`src/rtl/mem_port_arbiter.sv`:
```
// Arbitrates one single-ported memory between instruction fetch (I) and load/store (D).
// Data wins ties; a starvation counter bounds how long a pending fetch can be passed over.
module mem_port_arbiter #(
  parameter int unsigned ADDR_WIDTH   = 32,
  parameter int unsigned DATA_WIDTH   = 32,
  parameter int unsigned STARVE_LIMIT = 4
) (
  input  logic                    clk_i,
  input  logic                    rst_ni,
  input  logic                    i_req_i,
  input  logic [ADDR_WIDTH-1:0]   i_addr_i,
  output logic [DATA_WIDTH-1:0]   i_rdata_o,
  output logic                    i_done_o,
  output logic                    i_stall_o,
  input  logic                    d_req_i,
  input  logic                    d_we_i,
  input  logic [ADDR_WIDTH-1:0]   d_addr_i,
  input  logic [DATA_WIDTH-1:0]   d_wdata_i,
  input  logic [DATA_WIDTH/8-1:0] d_be_i,
  output logic [DATA_WIDTH-1:0]   d_rdata_o,
  output logic                    d_done_o,
  output logic                    d_stall_o,
  output logic                    mem_req_o,
  output logic                    mem_we_o,
  output logic [ADDR_WIDTH-1:0]   mem_addr_o,
  output logic [DATA_WIDTH-1:0]   mem_wdata_o,
  output logic [DATA_WIDTH/8-1:0] mem_be_o,
  input  logic                    mem_gnt_i,
  input  logic                    mem_rvalid_i,
  input  logic [DATA_WIDTH-1:0]   mem_rdata_i
);

  localparam int unsigned BeWidth  = DATA_WIDTH / 8;
  localparam int unsigned CntWidth = $clog2(STARVE_LIMIT + 1);
  localparam logic [CntWidth-1:0] CntMax = CntWidth'(STARVE_LIMIT);

  typedef enum logic [1:0] {StIdle, StIssue, StWait} state_e;
  typedef enum logic {OwnerI, OwnerD} owner_e;

  state_e                state_q, state_d;
  owner_e                owner_q, owner_d;
  logic [CntWidth-1:0]   starve_cnt_q, starve_cnt_d;
  logic                  mem_we_q, mem_we_d;
  logic [ADDR_WIDTH-1:0] mem_addr_q, mem_addr_d;
  logic [DATA_WIDTH-1:0] mem_wdata_q, mem_wdata_d;
  logic [BeWidth-1:0]    mem_be_q, mem_be_d;
  logic [DATA_WIDTH-1:0] i_rdata_q, i_rdata_d;
  logic [DATA_WIDTH-1:0] d_rdata_q, d_rdata_d;
  logic                  grant_i, grant_d;
  logic                  resp_valid;

  always_ff @(posedge clk_i or negedge rst_ni) begin
    if (!rst_ni) begin
      state_q      <= StIdle;
      owner_q      <= OwnerI;
      starve_cnt_q <= '0;
      mem_we_q     <= 1'b0;
      mem_addr_q   <= '0;
      mem_wdata_q  <= '0;
      mem_be_q     <= '0;
      i_rdata_q    <= '0;
      d_rdata_q    <= '0;
    end else begin
      state_q      <= state_d;
      owner_q      <= owner_d;
      starve_cnt_q <= starve_cnt_d;
      mem_we_q     <= mem_we_d;
      mem_addr_q   <= mem_addr_d;
      mem_wdata_q  <= mem_wdata_d;
      mem_be_q     <= mem_be_d;
      i_rdata_q    <= i_rdata_d;
      d_rdata_q    <= d_rdata_d;
    end
  end

  // Next state and arbitration decision.
  always_comb begin
    state_d = state_q;
    grant_i = 1'b0;
    grant_d = 1'b0;
    unique case (state_q)
      StIdle: begin
        if (i_req_i && d_req_i) begin
          if (starve_cnt_q == CntMax) grant_i = 1'b1;
          else                        grant_d = 1'b1;
        end else if (i_req_i) begin
          grant_i = 1'b1;
        end else if (d_req_i) begin
          grant_d = 1'b1;
        end
      end
      StIssue: begin
        if (mem_gnt_i) state_d = StWait;
      end
      StWait: begin
        // Only the other side may follow back-to-back; the owner's req still shows the
        // just-completed access.
        if (mem_rvalid_i) begin
          if (owner_q == OwnerI && d_req_i)      grant_d = 1'b1;
          else if (owner_q == OwnerD && i_req_i) grant_i = 1'b1;
          else                                   state_d = StIdle;
        end
      end
      default: state_d = StIdle;
    endcase
    if (grant_i || grant_d) state_d = StIssue;
  end

  // Request latching and starvation bookkeeping.
  always_comb begin
    owner_d      = owner_q;
    mem_we_d     = mem_we_q;
    mem_addr_d   = mem_addr_q;
    mem_wdata_d  = mem_wdata_q;
    mem_be_d     = mem_be_q;
    starve_cnt_d = starve_cnt_q;
    if (grant_i) begin
      owner_d      = OwnerI;
      mem_we_d     = 1'b0;
      mem_addr_d   = i_addr_i;
      mem_wdata_d  = '0;
      mem_be_d     = '1;
      starve_cnt_d = '0;
    end else if (grant_d) begin
      owner_d     = OwnerD;
      mem_we_d    = d_we_i;
      mem_addr_d  = d_addr_i;
      mem_wdata_d = d_wdata_i;
      mem_be_d    = d_we_i ? d_be_i : '1;
      if (!i_req_i)                    starve_cnt_d = '0;
      else if (starve_cnt_q != CntMax) starve_cnt_d = starve_cnt_q + 1'b1;
    end else if (!i_req_i) begin
      starve_cnt_d = '0;
    end
  end

  // Outputs; done pulses and read data bypass the hold registers in the response cycle.
  always_comb begin
    resp_valid  = (state_q == StWait) && mem_rvalid_i;
    i_done_o    = resp_valid && (owner_q == OwnerI);
    d_done_o    = resp_valid && (owner_q == OwnerD);
    i_rdata_d   = i_done_o ? mem_rdata_i : i_rdata_q;
    d_rdata_d   = (d_done_o && !mem_we_q) ? mem_rdata_i : d_rdata_q;
    i_rdata_o   = i_rdata_d;
    d_rdata_o   = d_rdata_d;
    i_stall_o   = i_req_i && !i_done_o;
    d_stall_o   = d_req_i && !d_done_o;
    mem_req_o   = (state_q == StIssue);
    mem_we_o    = mem_we_q;
    mem_addr_o  = mem_addr_q;
    mem_wdata_o = mem_wdata_q;
    mem_be_o    = mem_be_q;
  end

endmodule
```
`config.mk`:
```
export PLATFORM = sky130hd
export DESIGN_NAME = mem_port_arbiter
export DESIGN_NICKNAME = d
export VERILOG_FILES = /design/src/rtl/mem_port_arbiter.sv
export SDC_FILE = /design/constraint.sdc
export NUM_CORES = 1
export LEC_CHECK = 0
export ABC_AREA = 1
export CAP_MARGIN = 15
export CORE_ASPECT_RATIO = 1.25
export CORE_MARGIN = 4
export CORE_UTILIZATION = 41
export DETAILED_ROUTE_END_ITERATION = 6
export PLACE_DENSITY = 0.8
export SYNTH_ARGS = -nofsm -noshare
export SYNTH_HDL_FRONTEND = slang
export SYNTH_SLANG_ARGS = --single-unit
```
`constraint.sdc`:
```
create_clock -name clk_i -period 2 [get_ports clk_i]
set_input_delay 0.6 -clock clk_i [delete_from_list [all_inputs] [get_ports clk_i]]
set_output_delay 0.6 -clock clk_i [all_outputs]
set_load 0.05 [all_outputs]
```
==> results of run 1 <==
cell usage in the layout, fill, tap and decap left out, drive strengths merged:
| cell type | count |
|---|---|
| bufinv | 3 |
| dlygate4sd2 | 1 |
| ha | 2 |
| clkdlybuf4s50 | 136 |
| or2 | 1 |
| buf | 214 |
| dfrtp | 139 |
| nor3 | 4 |
| inv | 48 |
| clkinv | 5 |
| a21oi | 1 |
| nand3 | 201 |
| o21ai | 66 |
| o22ai | 1 |
| bufbuf | 1 |
| nor2 | 16 |
| clkbuf | 20 |
| nand2 | 127 |
| clkinvlp | 4 |
| nand4 | 2 |
synthesized netlist by cell type (all sizes together):
cell / n
a21oi: 1
nand3: 201
o21ai: 66
or2: 1
ha: 2
nand4: 2
inv: 47
buf: 35
nand2: 126
nor2: 16
nor3: 4
o22ai: 1
dfrtp: 139
clkbuf: 13
metrics by stage:
step | setup TNS, ns | setup slack [ns] | util | power, mW
detailed placement | -60.15 | -0.7298 | 0.7508 | 18.06
floorplan | -13.61 | -0.3649 | - | 12.30
global placement | -56.21 | -0.7005 | 0.7508 | 17.78
global route | -42.31 | -0.7189 | 0.8280 | 22.73
CTS | -34.85 | -0.5732 | 0.8197 | 21.76
finish | -35.57 | -0.6197 | 0.8280 | 21.87
metal layers:
metal	vias to the layer above	share of wire	GRT usage
li1	2834	-	-
met1	2988	0.35	0.2956
met2	297	0.55	0.5006
met3	50	0.080	0.08063
met4	2	0.024	0.08529
met5	-	0.00057	0
final timing paths:
| kind | depth (start not counted) | to | slack (ns) | from |
|---|---|---|---|---|
| setup / recovery | 8 | d_rdata_o[27] | -0.62 | state_q[0] |
| hold / removal | 1 | i_rdata_q[29] | 0.13 | rst_ni |
| setup reg to reg | 11 | state_q[1] | 0.07 | state_q[1] |
| hold reg to reg | 2 | mem_wdata_o[31] | 0.50 | mem_wdata_o[31] |
| max in group asynchronous | 2 | i_rdata_q[13] | 1.25 | rst_ni |
| min in group clk_i | 2 | mem_wdata_o[31] | 0.50 | mem_wdata_o[31] |
state kept, by name, summed over array words and instances, names as in the netlist:
name and flops:
mem_we_o 1, state_q 2, owner_q 1, i_rdata_q 32, mem_be_o 4, mem_addr_o 32, starve_cnt_q 3, mem_wdata_o 32
d_rdata_q 32
power groups by stage:
stage | Combinational [mW] | Clock, mW | Sequential (mW)
2_1_floorplan | 5.58 | 0 | 6.72
3_3_place_gp | 13.2 | 0 | 4.60
3_5_place_dp | 13.4 | 0 | 4.65
4_1_cts | 13.8 | 3.32 | 4.67
5_1_grt | 14.4 | 3.47 | 4.83
6_report | 13.9 | 3.29 | 4.71
kinds of logic (layout without fill, tap and decap cells):
logic type | Yosys count | after routing | synth area share
adder cells (fa/ha/maj) | 2 | 2 | 0.004256
flip-flops | 139 | 139 | 0.5916
AND/OR/NAND/NOR | 350 | 351 | 0.2709
AO/OA/AOI/OAI | 68 | 68 | 0.05810
buffers and inverters | 95 | 432 | 0.07512
repair_timing:
item                                    in CTS  in global routing
endpoints found under the setup margin      69                106
pin swaps                                    8                  5
hold endpoints to repair                     0                  0
cloned                                       4                  1
buffers inserted                             6                  5
gates resized for setup                     54                 17
area by class of cell:
class	instances	area, um2
clock buffer	19	452.9
clock inverter	13	163.9
fill	749	2396
inverter	47	183.9
multi-input combinational	421	2839
sequential	139	3480
tap	175	219.0
timing repair buffer	353	4199
critical path: stages, from the launching register on:
cell	delay [ns]
dfrtp_2	0.44
inv_2	0.07
nand4_1	0.16
clkinvlp_4	0.14
buf_6	0.12
nand2_8	0.10
buf_16	0.20
o21ai_4	0.19
buf_12	0.16
==> results.json, run 1 <==
{
  "final-hold-violation-count": 0,
  "path_class": "reg -> out",
  "tightest_slew_ns": 0.4949,
  "rsz0062_at_grt": "true",
  "core.rowCount": 48,
  "vias": 6171,
  "initial_core_util": 0.4220,
  "grt_max_degree": 46,
  "first_pass_iters": 6,
  "yosys-top-cells-area": "dfrtp_1, nand3_1, nand2_1",
  "cts_max_level": 4,
  "path_clk_slew_ns": 0.07,
  "nets": 1120,
  "run_status": "complete, but fails checks",
  "place_area_mm2": 0.01046,
  "drcViolationCount": 0,
  "area_growth_pct": 96.23,
  "numPortBuffers": 276,
  "drive_above_1_share": 0.3619,
  "ys_seq_area_frac": 0.5916,
  "whs_ns": 0.1254,
  "violations": "setup timing",
  "clockRootBuffer": "clkbuf_16",
  "grt_pass1_vias": 6505,
  "drv_slew": 0,
  "static-leakage-power_nw": 5.404,
  "max_cap_violations": 0,
  "antennaDiodeCount": 0,
  "ys_types": 21,
  "p_seq_frac": 0.215,
  "die_h_um": 141.9,
  "p_clk_frac": 0.151,
  "power_frac_comb": 0.634,
  "synth_seq_cells": 139,
  "synth_top_area_frac": 0.5916,
  "drtIter0Drc": 390,
  "startpoint_type": "flop",
  "postSynthCellCount": 654,
  "cp_max_fo": 6,
  "avgSynthCellArea_um2": 8.990,
  "grt_pass1_wl_mm": 34.27,
  "maxSlewHeadroom": 0.6701,
  "avgViaCountPerCell": 5.288,
  "synth_top_area_cell": "dfrtp_1",
  "cts_tree": "done",
  "core_area_mm2": 0.01393,
  "fmax_mhz": 381.7,
  "peakVddDrop_v": 0.001332,
  "routabilityCongestion": 0.8573,
  "critPathArrivalTime_ns": 2.02,
  "cts_hold_buf": 0,
  "critPathCaptureType": "output port",
  "fp.dieW_um": 115.1,
  "ys_warn_count": 0,
  "num_io_pins": 277,
  "cts_buffers": 17,
  "clock_latency_ns": 0.42,
  "clk_path_buf_depth": 2,
  "hold_class": "in -> async",
  "syn_nets": 795,
  "netlist_area_mm2": 0.005879,
  "cts_sinks": 139,
  "p_int_mw": 11.60,
  "antenna_found_initial": 1,
  "grt_usage": 0.2719,
  "power.switching_mw": 10.27,
  "clock_skew_ns": 0.01483,
  "dp.cells": 1120,
  "drt-total-wl_mm": 22.64,
  "power_density_mw_per_mm2": 1896,
  "min_period_ns": 2.620,
  "sw_frac_of_total": 0.4696,
  "ant_nets": 0,
  "gr-total-overflow": 0,
  "dp_hpwl_mm": 15.89,
  "dieArea_mm2": 0.01633,
  "final_area_mm2": 0.01154,
  "setup_viol": 69,
  "critPathRequiredTime_ns": 1.40,
  "stdcell_count": 1167,
  "wire_per_inst_um": 19.40,
  "fin_ws_ns": -0.6197,
  "period_share": 1.310
}
Power figures use the tool's default switching activity.
==> inputs of run 2 (changes only) <==
--- a/config.mk
+++ b/config.mk
@@ -11,7 +11,7 @@
 export CORE_MARGIN = 4
 export CORE_UTILIZATION = 41
 export DETAILED_ROUTE_END_ITERATION = 6
-export PLACE_DENSITY = 0.8
+export PLACE_DENSITY = 0.87
 export SYNTH_ARGS = -nofsm -noshare
 export SYNTH_HDL_FRONTEND = slang
 export SYNTH_SLANG_ARGS = --single-unit
==> constraint.sdc (replaced) <==
create_clock -name clk_i -period 2 [get_ports clk_i]
set_input_delay 0.3 -clock clk_i [delete_from_list [all_inputs] [get_ports clk_i]]
set_output_delay 0.3 -clock clk_i [all_outputs]
set_load 0.05 [all_outputs]
==> run 2 against run 1 <==
Net effect: die area did not move; sequential share of layout area fell by 1.1 points; first-iteration DRC count rose by 51%; critical path type unchanged; clock power barely moved; the flow still finishes with violations (setup timing); sequential cell count did not move; global-route usage rose by 2.5 points; final cell count rose by 1.2%; combinational power rose by 8%; via count rose by 8.4%.
==> results.json, run 2 (synthesis gave the netlist of run 1 again) <==
{
  "run_status": "complete, but fails checks",
  "violations": "setup timing",
  "routabilityCongestion": 0.8649,
  "wire_per_inst_um": 24.85,
  "layout_commonest_cell": "clkdlybuf4s50_1",
  "core.rowCount": 48,
  "cp_max_fo": 7,
  "slowest_stage": "dfrtp_1",
  "clock_skew_ns": 0.009118,
  "core_area_mm2": 0.01393,
  "clockRootBuffer": "clkbuf_16",
  "worstPathCellList": "buf_6 -> nor2_4 -> nand3_4 -> buf_12 -> clkbuf_16 -> o21ai_4 -> buf_12",
  "area_growth_pct": 103.9,
  "vias": 6687,
  "avgViaCountPerCell": 5.662,
  "path_clk_slew_ns": 0.07,
  "maxSlewHeadroom": 0.6137,
  "antenna_found_initial": 0,
  "hold_class": "in -> async",
  "rsz0062_at_grt": "true",
  "die_h_um": 141.9,
  "final.setup.tns_ns": -21.15,
  "cts_sinks": 139,
  "dp.cells": 1107,
  "multiInputGateArea_mm2": 0.002923,
  "static-leakage-power_nw": 5.450,
  "grt_pass1_vias": 6804,
  "final-hold-violation-count": 0,
  "drt-total-wl_mm": 29.35,
  "ant_nets": 0,
  "final_util": 0.8605,
  "crit_top_cell": "buf_12",
  "nets": 1134,
  "whs_ns": 0.4232,
  "startpoint_type": "flop",
  "cts_buffers": 17,
  "first_pass_iters": 6,
  "numPortBuffers": 276,
  "drtIter0Drc": 589,
  "peakVddDrop_v": 0.001435,
  "fmax_mhz": 414.5,
  "final_cell_mix": "clkdlybuf4s50_1, nand3_1, dfrtp_1",
  "initial_core_util": 0.4220,
  "p_total_mw": 23.17,
  "critPathRequiredTime_ns": 1.70,
  "cts_tree": "done",
  "grt_usage": 0.2972,
  "drive_above_1_share": 0.3221,
  "setup_viol": 70,
  "grt_pass1_wl_mm": 37.36,
  "cpPeakStageDelay_ns": 0.42,
  "clk_path_buf_depth": 2,
  "dp_hpwl_mm": 15.41,
  "seqCellArea_mm2": 0.003478,
  "stdcell_count": 1181,
  "drv_slew": 0,
  "antennaDiodeCount": 0,
  "fp.dieW_um": 115.1,
  "grt_max_degree": 61,
  "num_io_pins": 277,
  "critPathArrivalTime_ns": 2.11,
  "dieArea_mm2": 0.01633,
  "cts_max_level": 4,
  "fin_ws_ns": -0.4123,
  "clock_latency_ns": 0.43,
  "period_share": 1.206,
  "critPathCaptureType": "output port",
  "drcViolationCount": 0,
  "nFillCells": 617,
  "tightest_slew_ns": 0.5777,
  "min_period_ns": 2.412,
  "gr-total-overflow": 0,
  "max_cap_violations": 0,
  "power_density_mw_per_mm2": 1933,
  "path_class": "reg -> out"
}
[run 2: changes by cell type in the layout (fill, tap and decap cells not counted), sizes merged]
| cell | before | now |
|---|---|---|
| clkbuf | 20 | 25 |
| dlygate4sd3 | 0 | 1 |
| buf | 214 | 155 |
| dlygate4sd2 | 1 | 0 |
| bufinv | 3 | 2 |
| bufbuf | 1 | 0 |
| dlymetal6s2s | 0 | 1 |
| clkdlybuf4s50 | 136 | 205 |
[run 2: area by class of cell]
type | instances | area share
Timing Repair Buffer | 367 | 0.3821
Sequential cell | 139 | 0.2901
Multi-Input combinational cell | 421 | 0.2438
Clock buffer | 20 | 0.03892
Tap cell | 175 | 0.01826
Inverter | 47 | 0.01544
Clock inverter | 12 | 0.01137
[run 2: power breakdown]
group,switching (mW),leakage (nW),internal [mW]
Clock,1.34,0.289,1.95
Combinational,8.96,3.40,6.03
Sequential,0.827,1.76,4.07
Total,11.1,5.45,12.0
[run 2: repair_timing]
action	4_1_cts	5_1_grt
endpoints found under the hold margin	43	0
cloned	5	7
buffers inserted	15	19
setup endpoints to repair	63	99
pin swaps	9	10
resized for setup	69	87
hold buffers	1	0
[run 2: final timing paths]
path / from / to / slack [ns] / depth (start not counted)
setup / recovery: state_q[0] / i_rdata_o[27] / -0.41 / 7
hold / removal: rst_ni / d_rdata_q[17] / 0.42 / 2
setup reg to reg: state_q[0] / mem_be_o[3] / -0.03 / 9
hold reg to reg: mem_wdata_o[15] / mem_wdata_o[15] / 0.50 / 2
max in group asynchronous: rst_ni / mem_addr_o[17] / 0.90 / 3
min in group clk_i: d_wdata_i[15] / mem_wdata_o[15] / 0.43 / 3
[run 2: critical path: cells and delay by family, from the launching register on]
kind / cells / cell delay, ns
simple gates: 2 / 0.33
flops: 1 / 0.42
buf+inv: 4 / 0.71
compound gates: 1 / 0.22
[run 2: metal layers]
metal / vias to the layer above / part of all wire / wire length, um / track usage
met5: - / 0 / 0 / 0
met4: 0 / 0.056 / 1646 / 0.1162
met3: 117 / 0.093 / 2722 / 0.09514
met2: 456 / 0.51 / 14960 / 0.5485
met1: 3250 / 0.34 / 10020 / 0.3072
li1: 2864 / - / - / -
[run 2: stage by stage]
step,cell area [um2],worst slack [ns]
floorplan,6375,-0.2832
global placement,10270,-0.07023
detailed placement,10270,-0.1552
CTS,11330,-0.2493
global route,11990,-0.4217
finish,11990,-0.4123
==> inputs of run 3 (changes only) <==
--- a/config.mk
+++ b/config.mk
@@ -9,9 +9,9 @@
 export CAP_MARGIN = 15
 export CORE_ASPECT_RATIO = 1.25
 export CORE_MARGIN = 4
-export CORE_UTILIZATION = 41
+export CORE_UTILIZATION = 44
 export DETAILED_ROUTE_END_ITERATION = 6
-export PLACE_DENSITY = 0.87
+export PLACE_DENSITY = 0.92
 export SYNTH_ARGS = -nofsm -noshare
 export SYNTH_HDL_FRONTEND = slang
 export SYNTH_SLANG_ARGS = --single-unit
==> constraint.sdc (replaced) <==
create_clock -name clk_i -period 3 [get_ports clk_i]
set_input_delay 0.45 -clock clk_i [delete_from_list [all_inputs] [get_ports clk_i]]
set_output_delay 0.45 -clock clk_i [all_outputs]
set_load 0.05 [all_outputs]
==> run 3 against run 2 <==
Net effect: clock skew about the same; total power is 44% lower; utilization decreased by 9.9 points; routed wire length shrank 32%; worst hold slack worse by 0.36 ns; global-route usage decreased by 4.0 points; highest routed layer unchanged; the flow now finishes without violations; sequential share of layout area up 6.4 points; final cell count decreased by 7.3%; clock-buffer cell count down 2.
==> results.json, run 3 (synthesis gave the netlist of run 1 again) <==
{
  "core_area_mm2": 0.01289,
  "power_frac_comb": 0.600,
  "clock_skew_ns": 0.009339,
  "whs_ns": 0.06317,
  "critPathRequiredTime_ns": 2.55,
  "wire_per_inst_um": 18.18,
  "maxSlewHeadroom": 0.5456,
  "final_area_mm2": 0.009814,
  "power_density_mw_per_mm2": 1330,
  "nFillCells": 825,
  "cp_max_fo": 64,
  "clockRootBuffer": "clkbuf_16",
  "numPortBuffers": 276,
  "gr-total-overflow": 0,
  "drcViolationCount": 0,
  "static-leakage-power_nw": 4.626,
  "final.setup.tns_ns": 0,
  "crit_top_cell": "buf_12",
  "power.switching_mw": 6.233,
  "drv_slew": 0,
  "fin_ws_ns": 0.2783,
  "tightest_slew_ns": 0.6816,
  "sw_frac_of_total": 0.4775,
  "cts_buffers": 17,
  "drt-total-wl_mm": 19.91,
  "fp.dieW_um": 111.4,
  "antennaDiodeCount": 0,
  "dp_hpwl_mm": 14.46,
  "drtIter0Drc": 426,
  "clk_path_buf_depth": 2,
  "peakVddDrop_v": 0.0007353,
  "rr_worst_depth": 7,
  "post-cts-setup-buffer-count": 0,
  "die_h_um": 137.2,
  "dp_slack_ns": 0.3653,
  "p_clk_frac": 0.164,
  "num_io_pins": 277,
  "timing.rr.start": "state_q[0]",
  "nets": 1055,
  "r2r-end": "mem_addr_o[8]",
  "grt_pass1_wl_mm": 30.88,
  "rsz0062_at_grt": "false",
  "critPathArrivalTime_ns": 2.27,
  "critPathCaptureType": "output port",
  "p_seq_frac": 0.236,
  "min_period_ns": 2.722,
  "cts_sinks": 139,
  "path_clk_slew_ns": 0.06,
  "startpoint": "mem_rvalid_i",
  "antenna_found_initial": 0,
  "path_class": "in -> out",
  "grt_max_degree": 74,
  "regToRegSetupSlack_ns": 0.95,
  "routabilityCongestion": 0.8304,
  "cts_hold_buf": 0,
  "run_status": "finished, final reports clean",
  "avgViaCountPerCell": 5.278,
  "vias": 5779,
  "cts_max_level": 4,
  "period_share": 0.9072,
  "grt_pass1_vias": 5880,
  "final-hold-violation-count": 0,
  "cts_resized": 0,
  "max_cap_violations": 0,
  "setup_viol": 0,
  "hold_class": "in -> async",
  "p_int_mw": 6.820,
  "slowest_stage": "clkdlybuf4s50_1",
  "fmax_mhz": 367.4,
  "dieArea_mm2": 0.01529,
  "startpoint_type": "input pin",
  "layout_commonest_cell": "clkdlybuf4s50_1",
  "place_area_mm2": 0.009214,
  "final_cell_mix": "clkdlybuf4s50_1, nand3_1, dfrtp_1",
  "worstPathCellList": "clkdlybuf4s50_1 -> nand4_1 -> inv_1 -> nand2_2 -> buf_12 -> o21ai_0 -> buf_12",
  "cpPeakStageDelay_ns": 0.53,
  "initial_core_util": 0.4560,
  "first_pass_iters": 5,
  "grt_usage": 0.2573,
  "drive_above_1_share": 0.1327,
  "clock_latency_ns": 0.41,
  "ant_nets": 0,
  "core.rowCount": 46,
  "area_growth_pct": 66.93,
  "cts_tree": "done"
}
## run 3: power groups by stage
stage	clock [mW]	combinational, mW	sequential (mW)
after floorplan	0	3.12	4.49
after global placement	0	7.69	3.06
after detailed placement	0	7.85	3.11
after CTS	2.18	7.88	3.09
after global routing	2.27	8.17	3.17
final	2.14	7.84	3.08
## run 3: worst max path at each step
stage | slack [ns] | end
2_1_floorplan | 0.02 | d_rdata_o[0]
5_1_grt | 0.14 | d_rdata_o[12]
6_report | 0.28 | d_rdata_o[12]
3_5_place_dp | 0.37 | d_rdata_o[12]
4_1_cts | 0.24 | d_rdata_o[12]
3_3_place_gp | 0.47 | d_rdata_o[16]
## run 3: area by class of cell
class                      count  area [um2]  area share
clock buffer                  18       429.2     0.04373
clock inverter                14       171.4     0.01747
inverter                      47       176.4     0.01798
multi-input combinational    420        1974      0.2012
sequential                   139        3478      0.3544
tap                          168       210.2     0.02142
timing repair buffer         289        3374      0.3438
## run 3: worst max-delay path: cells and delay by family
kind,cells,cell delay (ns)
buf+inv,4,1.05
compound gates,1,0.50
simple gates,2,0.24
## run 3: through the flow
| stage | cells | power [mW] | utilization |
|---|---|---|---|
| finish | 1095 | 13.05 | 0.7613 |
| global route | 1095 | 13.61 | 0.7613 |
| CTS | 1095 | 13.15 | 0.7613 |
| detailed placement | 1063 | 10.95 | 0.7147 |
| global placement | 1063 | 10.75 | 0.7147 |
| floorplan | 654 | 7.607 | - |
## run 3: routing by layer
metal	wire length [um]	share of wire	GRT usage	up-vias
li1	-	-	-	2695
met1	7270	0.37	0.2897	2742
met2	10240	0.51	0.4531	295
met3	1693	0.085	0.08436	47
met4	703	0.035	0.1055	0
met5	0	0	0	-
